**config.mk**
```make
export PLATFORM = sky130hd
export DESIGN_NAME = fetch_stage
export DESIGN_NICKNAME = d
export VERILOG_FILES = /design/src/rtl/fetch_stage.sv
export SDC_FILE = /design/constraint.sdc
export NUM_CORES = 1
export LEC_CHECK = 0
export CORE_ASPECT_RATIO = 1.4
export CORE_MARGIN = 10
export CORE_UTILIZATION = 50
export DETAILED_ROUTE_END_ITERATION = 10
export PLACE_DENSITY = 0.89
export SYNTH_ARGS = -nofsm -noshare
export SYNTH_HDL_FRONTEND = slang
export SYNTH_SLANG_ARGS = --single-unit
```
**constraint.sdc**
```tcl
create_clock -name clk -period 6.9 [get_ports clk]
set_input_delay 0.69 -clock clk [delete_from_list [all_inputs] [get_ports clk]]
set_output_delay 0.69 -clock clk [all_outputs]
set_load 0.005 [all_outputs]
```
**src/rtl/fetch_stage.sv**
```systemverilog
// Instruction-fetch stage: owns the PC, issues fixed-latency fetches and buffers the
// returned words; the buffer head is the IF/ID register presented to decode.
module fetch_stage #(
    parameter logic [31:0] RESET_PC   = 32'h0000_0000,
    parameter int          FIFO_DEPTH = 2,
    parameter logic [31:0] NOP_INSTR  = 32'h0000_0013
) (
    input  logic        clk,
    input  logic        rst_n,
    output logic        imem_req,
    output logic [31:0] imem_addr,
    input  logic        imem_gnt,
    input  logic        imem_rvalid,
    input  logic [31:0] imem_rdata,
    input  logic        id_stall,
    input  logic        redirect_valid,
    input  logic [31:0] redirect_pc,
    output logic        id_valid,
    output logic [31:0] id_instr,
    output logic [31:0] id_pc
);

    localparam int PTR_W = (FIFO_DEPTH > 1) ? $clog2(FIFO_DEPTH) : 1;
    localparam int CNT_W = PTR_W + 1;
    localparam logic [CNT_W:0] DEPTH_C = (CNT_W + 1)'(FIFO_DEPTH);

    logic [31:0]      pc_reg, pc_next;
    logic             inflight_reg;
    logic [31:0]      inflight_pc_reg;
    logic             drop_reg;
    logic [CNT_W-1:0] count_reg, count_next;
    logic [PTR_W-1:0] rd_ptr_reg, rd_ptr_next;
    logic [PTR_W-1:0] wr_ptr_reg, wr_ptr_next;

    logic [31:0] instr_mem [FIFO_DEPTH];
    logic [31:0] pc_mem    [FIFO_DEPTH];

    logic [CNT_W:0] occupancy;
    logic           accept;
    logic           push;
    logic           pop;

    // Reserve a slot for the in-flight word so a push can never overflow the buffer.
    assign occupancy = {1'b0, count_reg} + {{CNT_W{1'b0}}, inflight_reg};
    assign imem_req  = rst_n & ~redirect_valid & (occupancy < DEPTH_C);
    assign imem_addr = pc_reg;

    assign accept = imem_req & imem_gnt;
    assign push   = inflight_reg & imem_rvalid & ~drop_reg & ~redirect_valid;
    assign pop    = id_valid & ~id_stall & ~redirect_valid;

    assign id_valid = (count_reg != '0);
    assign id_instr = id_valid ? instr_mem[rd_ptr_reg] : NOP_INSTR;
    assign id_pc    = id_valid ? pc_mem[rd_ptr_reg] : 32'h0000_0000;

    always_comb begin
        pc_next     = pc_reg;
        count_next  = count_reg;
        rd_ptr_next = rd_ptr_reg;
        wr_ptr_next = wr_ptr_reg;
        if (redirect_valid) begin
            pc_next     = redirect_pc & 32'hFFFF_FFFC;
            count_next  = '0;
            rd_ptr_next = '0;
            wr_ptr_next = '0;
        end else begin
            if (accept) begin
                pc_next = pc_reg + 32'd4;
            end
            if (push) begin
                wr_ptr_next = wr_ptr_reg + PTR_W'(1);
            end
            if (pop) begin
                rd_ptr_next = rd_ptr_reg + PTR_W'(1);
            end
            if (push && !pop) begin
                count_next = count_reg + CNT_W'(1);
            end else if (pop && !push) begin
                count_next = count_reg - CNT_W'(1);
            end
        end
    end

    always_ff @(posedge clk or negedge rst_n) begin
        if (!rst_n) begin
            pc_reg          <= RESET_PC;
            inflight_reg    <= 1'b0;
            inflight_pc_reg <= 32'h0000_0000;
            drop_reg        <= 1'b0;
            count_reg       <= '0;
            rd_ptr_reg      <= '0;
            wr_ptr_reg      <= '0;
        end else begin
            pc_reg       <= pc_next;
            inflight_reg <= accept;
            if (accept) begin
                inflight_pc_reg <= pc_reg;
            end
            // A response missing at redirect time must not be taken for a new-stream word.
            drop_reg   <= redirect_valid & inflight_reg & ~imem_rvalid;
            count_reg  <= count_next;
            rd_ptr_reg <= rd_ptr_next;
            wr_ptr_reg <= wr_ptr_next;
        end
    end

    // Entries past the occupancy count are never presented, so storage needs no reset.
    always_ff @(posedge clk) begin
        if (push) begin
            instr_mem[wr_ptr_reg] <= imem_rdata;
            pc_mem[wr_ptr_reg]    <= inflight_pc_reg;
        end
    end

endmodule

```
**Word-level counts from Yosys, hierarchy flattened**

Memories as Yosys holds them, arrays and structs flattened.
Cells that the tools add are included.
W data, S select, Z words.

- Multiplexer cells: 13
- Equality and inequality tests: 0
- Order comparisons: 1
- Shift operators: 0
- Bitwise logic cells: 14
- Multiply operators: 0
- Add/subtract/negate cells: 6
- Div/mod/pow operators: 0
- Reductions and logical operators: 9

Operator list:

| cell | number |
|---|---|
| $mux W32 | 4 |
| $add A32 B3 Y32 const B | 1 |
| $and A1 B1 Y1 | 10 |
| $reduce_bool A2 Y1 | 4 |
| $mux W1 | 6 |
| $mux W2 | 3 |
| $not A1 Y1 | 4 |
| $add A2 B1 Y3 | 1 |
| $lt A3 B2 Y1 const B | 1 |
| $reduce_bool A3 Y1 | 1 |
| $add A1 B1 Y1 const B | 2 |
| $add A2 B1 Y2 const B | 1 |
| $logic_and A1 B1 Y1 | 2 |
| $logic_not A1 Y1 | 2 |
| $sub A2 B1 Y2 const B | 1 |

- Latch bits: 0
- Word-level logic and storage cells: 52
- Register bits after elaboration: 70
- Bits in read-only memories: 0
- Memories kept: 2
- Bits in writable memories: 128

Memories:

| memory | words | bits a word | rd ports | clocked after Yosys merged registers in | write ports | RTL line | text |
|---|---|---|---|---|---|---|---|
| instr_mem | 2 | 32 | 1 | 0 | 1 | 35 | `logic [31:0] instr_mem [FIFO_DEPTH];` |
| pc_mem | 2 | 32 | 1 | 0 | 1 | 36 | `logic [31:0] pc_mem [FIFO_DEPTH];` |

**Depth between registers and ports, before layout**

Gate-level depths: netlist of run 1.

- Depth after elaboration: 8
- Depth in mapped cells: 9

**Least setup slack after synthesis of run 1**

OpenSTA, ideal clock, no wires.

- Kind: input-to-reg
- Start point: input redirect_valid
- End point: memory instr_mem[1][0] (enable)
- Data required time: 6.329 ns
- Data arrival time: 5.659 ns
- Buffers on the path: 2
- Setup slack: 0.669 ns
- Stages on the path: 3
- Cells stage by stage: clkbuf_1 > buf_1 > nor3b_1

- Longest elaborated chain between the ends: 4

Ends and longest elaborated chain:

| what | RTL line | text |
|---|---|---|
| start: declaration | 16 | `input logic redirect_valid,` |
| $not A1 Y1 | 49 | `assign push = inflight_reg & imem_rvalid & ~drop_reg & ~redirect_valid;` |
| $and A1 B1 Y1 | 49 |  |
| $mux W1 | 109 | `if (push) begin` |
| $mux W1 (implied by the code) | 110 | `instr_mem[wr_ptr_reg] <= imem_rdata;` |
| end: declaration | 35 |  |

No other way between the ends.

**Worst setup path after layout of run 1**

- Start point: register rd_ptr_reg
- End point: output id_pc[20]

- Longest elaborated chain between the ends: 2

Ends and longest elaborated chain:

| what | RTL line | text |
|---|---|---|
| start: declaration | 32 | `logic [PTR_W-1:0] rd_ptr_reg, rd_ptr_next;` |
| start signal: assignment | 102 | `rd_ptr_reg <= rd_ptr_next;` |
| $mem_v2 Z2 W32 | n/a |  |
| $mux W32 | 54 | `assign id_pc = id_valid ? pc_mem[rd_ptr_reg] : 32'h0000_0000;` |
| end: declaration | 20 | `output logic [31:0] id_pc` |

No other way between the ends.

==> impl_metrics.py, run 1 <==
metrics = {
    "outcome": {
        "status": "finished clean",
    },
    "sta": {
        "maxSlewViolCount": 0,
        "max_slew_margin": 0.255,
        "hold_viol_final": 0,
        "fmax_ghz": 0.309,
        "tns_ns": 0,
        "fin_crit_sh": 0.468,
        "max_slew.worst_pin.slew_ns": 1.12,
        "layout_min_cycle_time_ns": 3.23,
        "setup_slack_ns": 3.67,
        "finalSetupViolations": 0,
        "fin_skew_ns": 0.0120,
        "grt_setup_unrepaired": "no",
    },
    "yosys": {
        "yosys.area.top_type": "edfxtp_1",
        "yosysUniqueCellTypes": 46,
        "synth_async_sr_flop_share": 0.347,
        "synthTopCellsByArea": "edfxtp_1 47%, dfrtp_1 21%, mux2i_1 8.0%, nand2_1 5.8%, nor2_1 3.7%",
        "synth.most_common_cell": "edfxtp_1",
        "synth_seq_cells": 190,
        "yosysSeqAreaShare": 0.682,
        "synthFlopType": "edfxtp_1",
        "post_synth_most_frequent_cells": "124 x edfxtp_1, 122 x nand2_1, 78 x nor2_1, 66 x dfrtp_1, 63 x mux2i_1",
        "syn_avg_cell_area_um2": 12.4,
        "syn_area_um2": 7880,
        "yosys_warnings": 0,
        "yosys.area.top_type_share": 0.472,
        "synth_edf_count": 124,
        "synthCells": 636,
    },
    "hold_path": {
        "hold_class": "in -> async",
    },
    "worst_setup_path": {
        "r2r_end": "imem_addr[28]",
        "worst_setup_path_start_kind": "flip-flop",
        "path_class": "reg -> out",
        "reg2reg_from": "imem_addr[2]",
        "reg2reg_depth": 6,
        "end_kind": "output pin",
        "crit_slowest_cell": "dfrtp_4",
        "r2r_slack_ns": 4.71,
        "worstPathCellList": "mux2i_1 > nor2_1 > clkdlybuf4s50_1",
        "worstPathArrival_ns": 2.54,
        "max_stage_delay_ns": 1.16,
        "cp.required_ns": 6.21,
        "path_max_fanout": 64,
    },
    "clock_network": {
        "cts_buffer_depth": 2,
        "clock_sinks": 190,
        "ctsHoldBuffers": 0,
        "cts_tree": "built",
        "clock_latency_ns": 0.42,
        "cts_max_level": 4,
        "cts_setup_buffers": 0,
        "cts_buffers": 17,
        "cts_resized": 0,
        "cts.clk_slew.worst_paths_ns": 0.07,
        "ctsRootBufferMaster": "clkbuf_16",
    },
    "die": {
        "io_pins": 168,
        "core_um2": 15500,
        "num_rows": 54,
        "dieArea_um2": 21300,
        "dieHeight_um": 169,
        "start_util": 0.507,
        "die_x_um": 126,
    },
    "detailed_routing": {
        "drtIter0Drc": 431,
        "post_drt_via_cell_ratio": 5.43,
        "remaining_drc_errors": 0,
        "detail_route.wl_per_cell_um": 18.6,
        "finalWirelength_um": 18500,
        "vias": 5417,
        "dr.pass1.iters": 4,
        "drtAntennaViolNets": 0,
    },
    "final_layout": {
        "drive_gt1_frac": 0.0648,
        "largest_reg_flops": 64,
        "syn_to_final_growth_pct": 29.5,
        "fill_cells": 1145,
        "final_cell_area_um2": 10200,
        "nNetsFinal": 860,
        "top_register": "instr_mem",
        "reg.largest.list": "instr_mem x64, pc_mem x60",
        "n_antenna_cell": 0,
    },
    "grt": {
        "grt_pass1_vias": 5528,
        "grt.overflow.total": 0,
        "grt_antenna_before_repair": 0,
        "grt_start_max_net_pins": 69,
        "grt_first_pass_wirelength_um": 29700,
        "grt_use_total": 0.174,
    },
    "place": {
        "pre_cts_slack_ns": 3.68,
        "dp_hpwl_um": 12400,
        "placed_cell_area_um2": 9650,
        "gp_congestion": 0.871,
        "port_buffers": 161,
    },
    "power_and_ir_drop": {
        "power_leakage_nw": 3.71,
        "irDropWorstVdd_v": 0.000149,
        "cellPowerDensity_nw_per_um2": 241,
    },
    "flow_run": {
        "drv_cap": 0,
    },
}
## metrics by stage
step	hold slack (ns)	std cells	power, W	util
2_1_floorplan	0.394	639	0.00144	-
3_3_place_gp	0.450	966	0.00156	0.621
3_5_place_dp	0.452	966	0.00157	0.621
4_1_cts	0.469	998	0.00249	0.657
5_1_grt	0.480	998	0.00256	0.657
6_report	0.462	998	0.00246	0.657
## layout make-up
class	instances	area [um2]	area share
clock buffers	18	429	0.0420
flip-flops and latches	190	5380	0.527
repair buffers	168	1660	0.163
multi-input cells	404	2340	0.229
well taps	196	245	0.0240
clock inverters	14	128	0.0125
inverters	8	30.0	0.00294
## critical path: cells and delay by family, from the launching register on
kind / cells / cell delay (ns)
and+or+nand+nor: 1 / 0.14
buffers and inverters: 1 / 0.52
DFF: 1 / 1.16
muxes: 1 / 0.28
## worst max-delay path by stage
stage,start,to
after floorplan,redirect_valid,instr_mem[1][0]
after global placement,redirect_valid,imem_addr[8]
after detailed placement,redirect_valid,imem_addr[8]
after CTS,rd_ptr_reg,id_pc[11]
after global routing,rd_ptr_reg,id_pc[20]
final,rd_ptr_reg,id_pc[20]
## power breakdown
part | internal, W | switching, W | total [W]
combinational | 0.000111 | 0.0000904 | 0.000201
sequential | 0.00128 | 0.0000633 | 0.00135
clock | 0.000476 | 0.000438 | 0.000914
total | 0.00187 | 0.000592 | 0.00246
## cells in the final DEF, fill, tap and decap left out, types with 10 or more instances in the layout
cell type,instances
clkbuf_16,17
dfrtp_1,65
o211ai_1,10
o21ai_0,20
clkdlybuf4s50_1,160
nand4_1,18
nand2_1,122
edfxtp_1,124
mux2i_1,63
nand3_1,19
nor2_1,77
## layer usage
layer  GRT usage  up-vias  wire, um
met5           0        -         0
met4      0.0759        0       467
met3      0.0456       29      1230
met2       0.293      210      9400
met1       0.205     2591      7420
li1            -     2587         -
## cell families after synthesis
group,after synthesis,synth area share
AOI/OAI and AO/OA,66,0.0567
xor gates and xnor gates,5,0.00556
adders and majority gates,1,0.00159
buffers and inverters,45,0.0251
DFF,190,0.682
muxes,63,0.0800
other,1,0.000476
and+or+nand+nor,265,0.149
No activity file was read; power rests on OpenSTA's default activity.
==> run 2: changes to the inputs <==
Settings changed: CORE_UTILIZATION 50 to 46, PLACE_DENSITY 0.89 to 0.86.
Clock period 6.9 ns to 2.9 ns, I/O delays scaled along.
==> impl_metrics.py, run 2 (synthesis results as in run 1) <==
metrics = {
    "worst_setup_path": {
        "r2r_slack_ns": 0.65,
        "worstPathArrival_ns": 2.31,
        "cp.buffers_inverters": 2,
        "path_max_fanout": 38,
        "endpoint": "id_pc[6]",
        "reg2reg_depth": 6,
        "max_stage_delay_ns": 0.75,
        "cp-startpoint": "rd_ptr_reg",
        "crit_cells": 4,
        "crit_slowest_cell": "dfrtp_4",
        "path_class": "reg -> out",
        "r2r_end": "imem_addr[28]",
        "path_delay_family": "buffers and inverters",
        "reg2reg_from": "imem_addr[2]",
        "cp.required_ns": 2.61,
        "worst_setup_path_start_kind": "flip-flop",
        "end_kind": "output pin",
        "worstPathCellList": "buf_12 > mux2i_1 > nor2_1 > clkdlybuf4s50_1",
    },
    "sta": {
        "max_slew_margin": 0.438,
        "layout_min_cycle_time_ns": 2.60,
        "hold_viol_final": 0,
        "finalSetupViolations": 0,
        "setup_slack_ns": 0.300,
        "fin_crit_sh": 0.897,
        "grt_setup_unrepaired": "no",
        "fmax_ghz": 0.385,
        "maxSlewViolCount": 0,
        "max_slew.worst_pin.slew_ns": 0.843,
        "fin_skew_ns": 0.0128,
    },
    "detailed_routing": {
        "remaining_drc_errors": 0,
        "detail_route.wl_per_cell_um": 18.8,
        "vias": 5491,
        "drtAntennaViolNets": 0,
        "drtIter0Drc": 450,
        "finalWirelength_um": 19000,
        "post_drt_via_cell_ratio": 5.44,
        "dr.pass1.iters": 5,
    },
    "flow_run": {
        "drv_cap": 0,
    },
    "power_and_ir_drop": {
        "irDropWorstVdd_v": 0.000442,
        "seq_power_share": 0.540,
        "switching_share": 0.246,
        "cellPowerDensity_nw_per_um2": 574,
        "p_int_w": 0.00447,
        "power_leakage_nw": 3.77,
        "switchingPower_w": 0.00146,
        "clockPowerShare": 0.377,
        "comb_power_share": 0.083,
    },
    "die": {
        "start_util": 0.469,
        "die_x_um": 131,
        "core_um2": 16800,
        "io_pins": 168,
        "dieArea_um2": 22800,
        "dieHeight_um": 175,
        "num_rows": 56,
    },
    "grt": {
        "grt_pass1_vias": 5518,
        "grt.overflow.total": 0,
        "grt_use_total": 0.168,
        "grt_antenna_before_repair": 0,
        "grt_start_max_net_pins": 67,
        "grt_first_pass_wirelength_um": 29800,
    },
    "clock_network": {
        "cts_resized": 0,
        "cts_setup_buffers": 0,
        "cts.clk_slew.worst_paths_ns": 0.08,
        "clock_latency_ns": 0.42,
        "cts_buffer_depth": 2,
        "ctsHoldBuffers": 0,
        "cts_tree": "built",
        "cts_max_level": 4,
        "cts_buffers": 17,
        "ctsRootBufferMaster": "clkbuf_16",
        "clock_sinks": 190,
    },
    "final_layout": {
        "layout_common_cells": "160 x clkdlybuf4s50_1, 124 x edfxtp_1, 122 x nand2_1, 77 x nor2_1, 65 x dfrtp_1",
        "mostFrequentLayoutCell": "clkdlybuf4s50_1",
        "largest_reg_flops": 64,
        "top_register": "instr_mem",
        "n_antenna_cell": 0,
        "fill_cells": 1284,
        "multi_input_area_um2": 2350,
        "post-route-util": 0.615,
        "finalNonFillerCells": 1009,
        "nNetsFinal": 864,
        "final-seq-area_um2": 5380,
        "syn_to_final_growth_pct": 31.2,
        "drive_gt1_frac": 0.0695,
        "reg.largest.list": "instr_mem x64, pc_mem x60",
    },
    "outcome": {
        "status": "finished clean",
    },
    "place": {
        "placedCellCount": 977,
        "port_buffers": 161,
        "gp_congestion": 0.872,
        "dp_hpwl_um": 12900,
        "pre_cts_slack_ns": 0.623,
    },
    "hold_path": {
        "hold_class": "in -> async",
    },
}
[run 2: changes by cell type in the layout (fill, tap and decap cells not counted), sizes merged]
cell,delta
clkinvlp,-1
clkbuf,-1
buf,+4
clkinv,+2
[run 2: how the worst min path moves through the flow]
stage	start	end	slack, ns	depth (start not counted)
floorplan	rst_n	count_reg[0]	-0.006	0
global placement	inflight_pc_reg[3]	pc_mem[1][3]	0.45	0
detailed placement	inflight_pc_reg[18]	pc_mem[0][18]	0.46	0
CTS	rst_n	inflight_pc_reg[30]	0.17	2
global route	rst_n	inflight_pc_reg[5]	0.21	2
finish	rst_n	inflight_pc_reg[22]	0.15	2
[run 2: area by class of cell]
cell class / count / area share
Inverter: 8 / 0.00290
Multi-Input combinational cell: 404 / 0.227
Timing Repair Buffer: 172 / 0.169
Tap cell: 203 / 0.0246
Clock buffer: 17 / 0.0411
Sequential cell: 190 / 0.520
Clock inverter: 15 / 0.0146
[run 2: power groups by stage]
stage	combinational, W	sequential [W]	clock, W
2_1_floorplan	0.000210	0.00321	0
3_3_place_gp	0.000482	0.00325	0
3_5_place_dp	0.000497	0.00326	0
4_1_cts	0.000503	0.00320	0.00228
5_1_grt	0.000551	0.00322	0.00239
6_report	0.000495	0.00320	0.00224
[run 2: routing by layer]
| layer | routed length [um] | track usage | vias up |
|---|---|---|---|
| li1 | - | - | 2612 |
| met1 | 7360 | 0.196 | 2620 |
| met2 | 9760 | 0.285 | 231 |
| met3 | 1400 | 0.0451 | 28 |
| met4 | 497 | 0.0632 | 0 |
| met5 | 0 | 0 | - |
[run 2: per-stage QoR]
step	area (um2)	hold WS [ns]	power, W	setup TNS, ns
final	10300	0.147	0.00593	0
after global routing	10300	0.208	0.00617	0
after CTS	10300	0.172	0.00599	0
after detailed placement	9760	0.456	0.00376	0
after global placement	9760	0.449	0.00373	0
after floorplan	7900	-0.00559	0.00342	-90.45
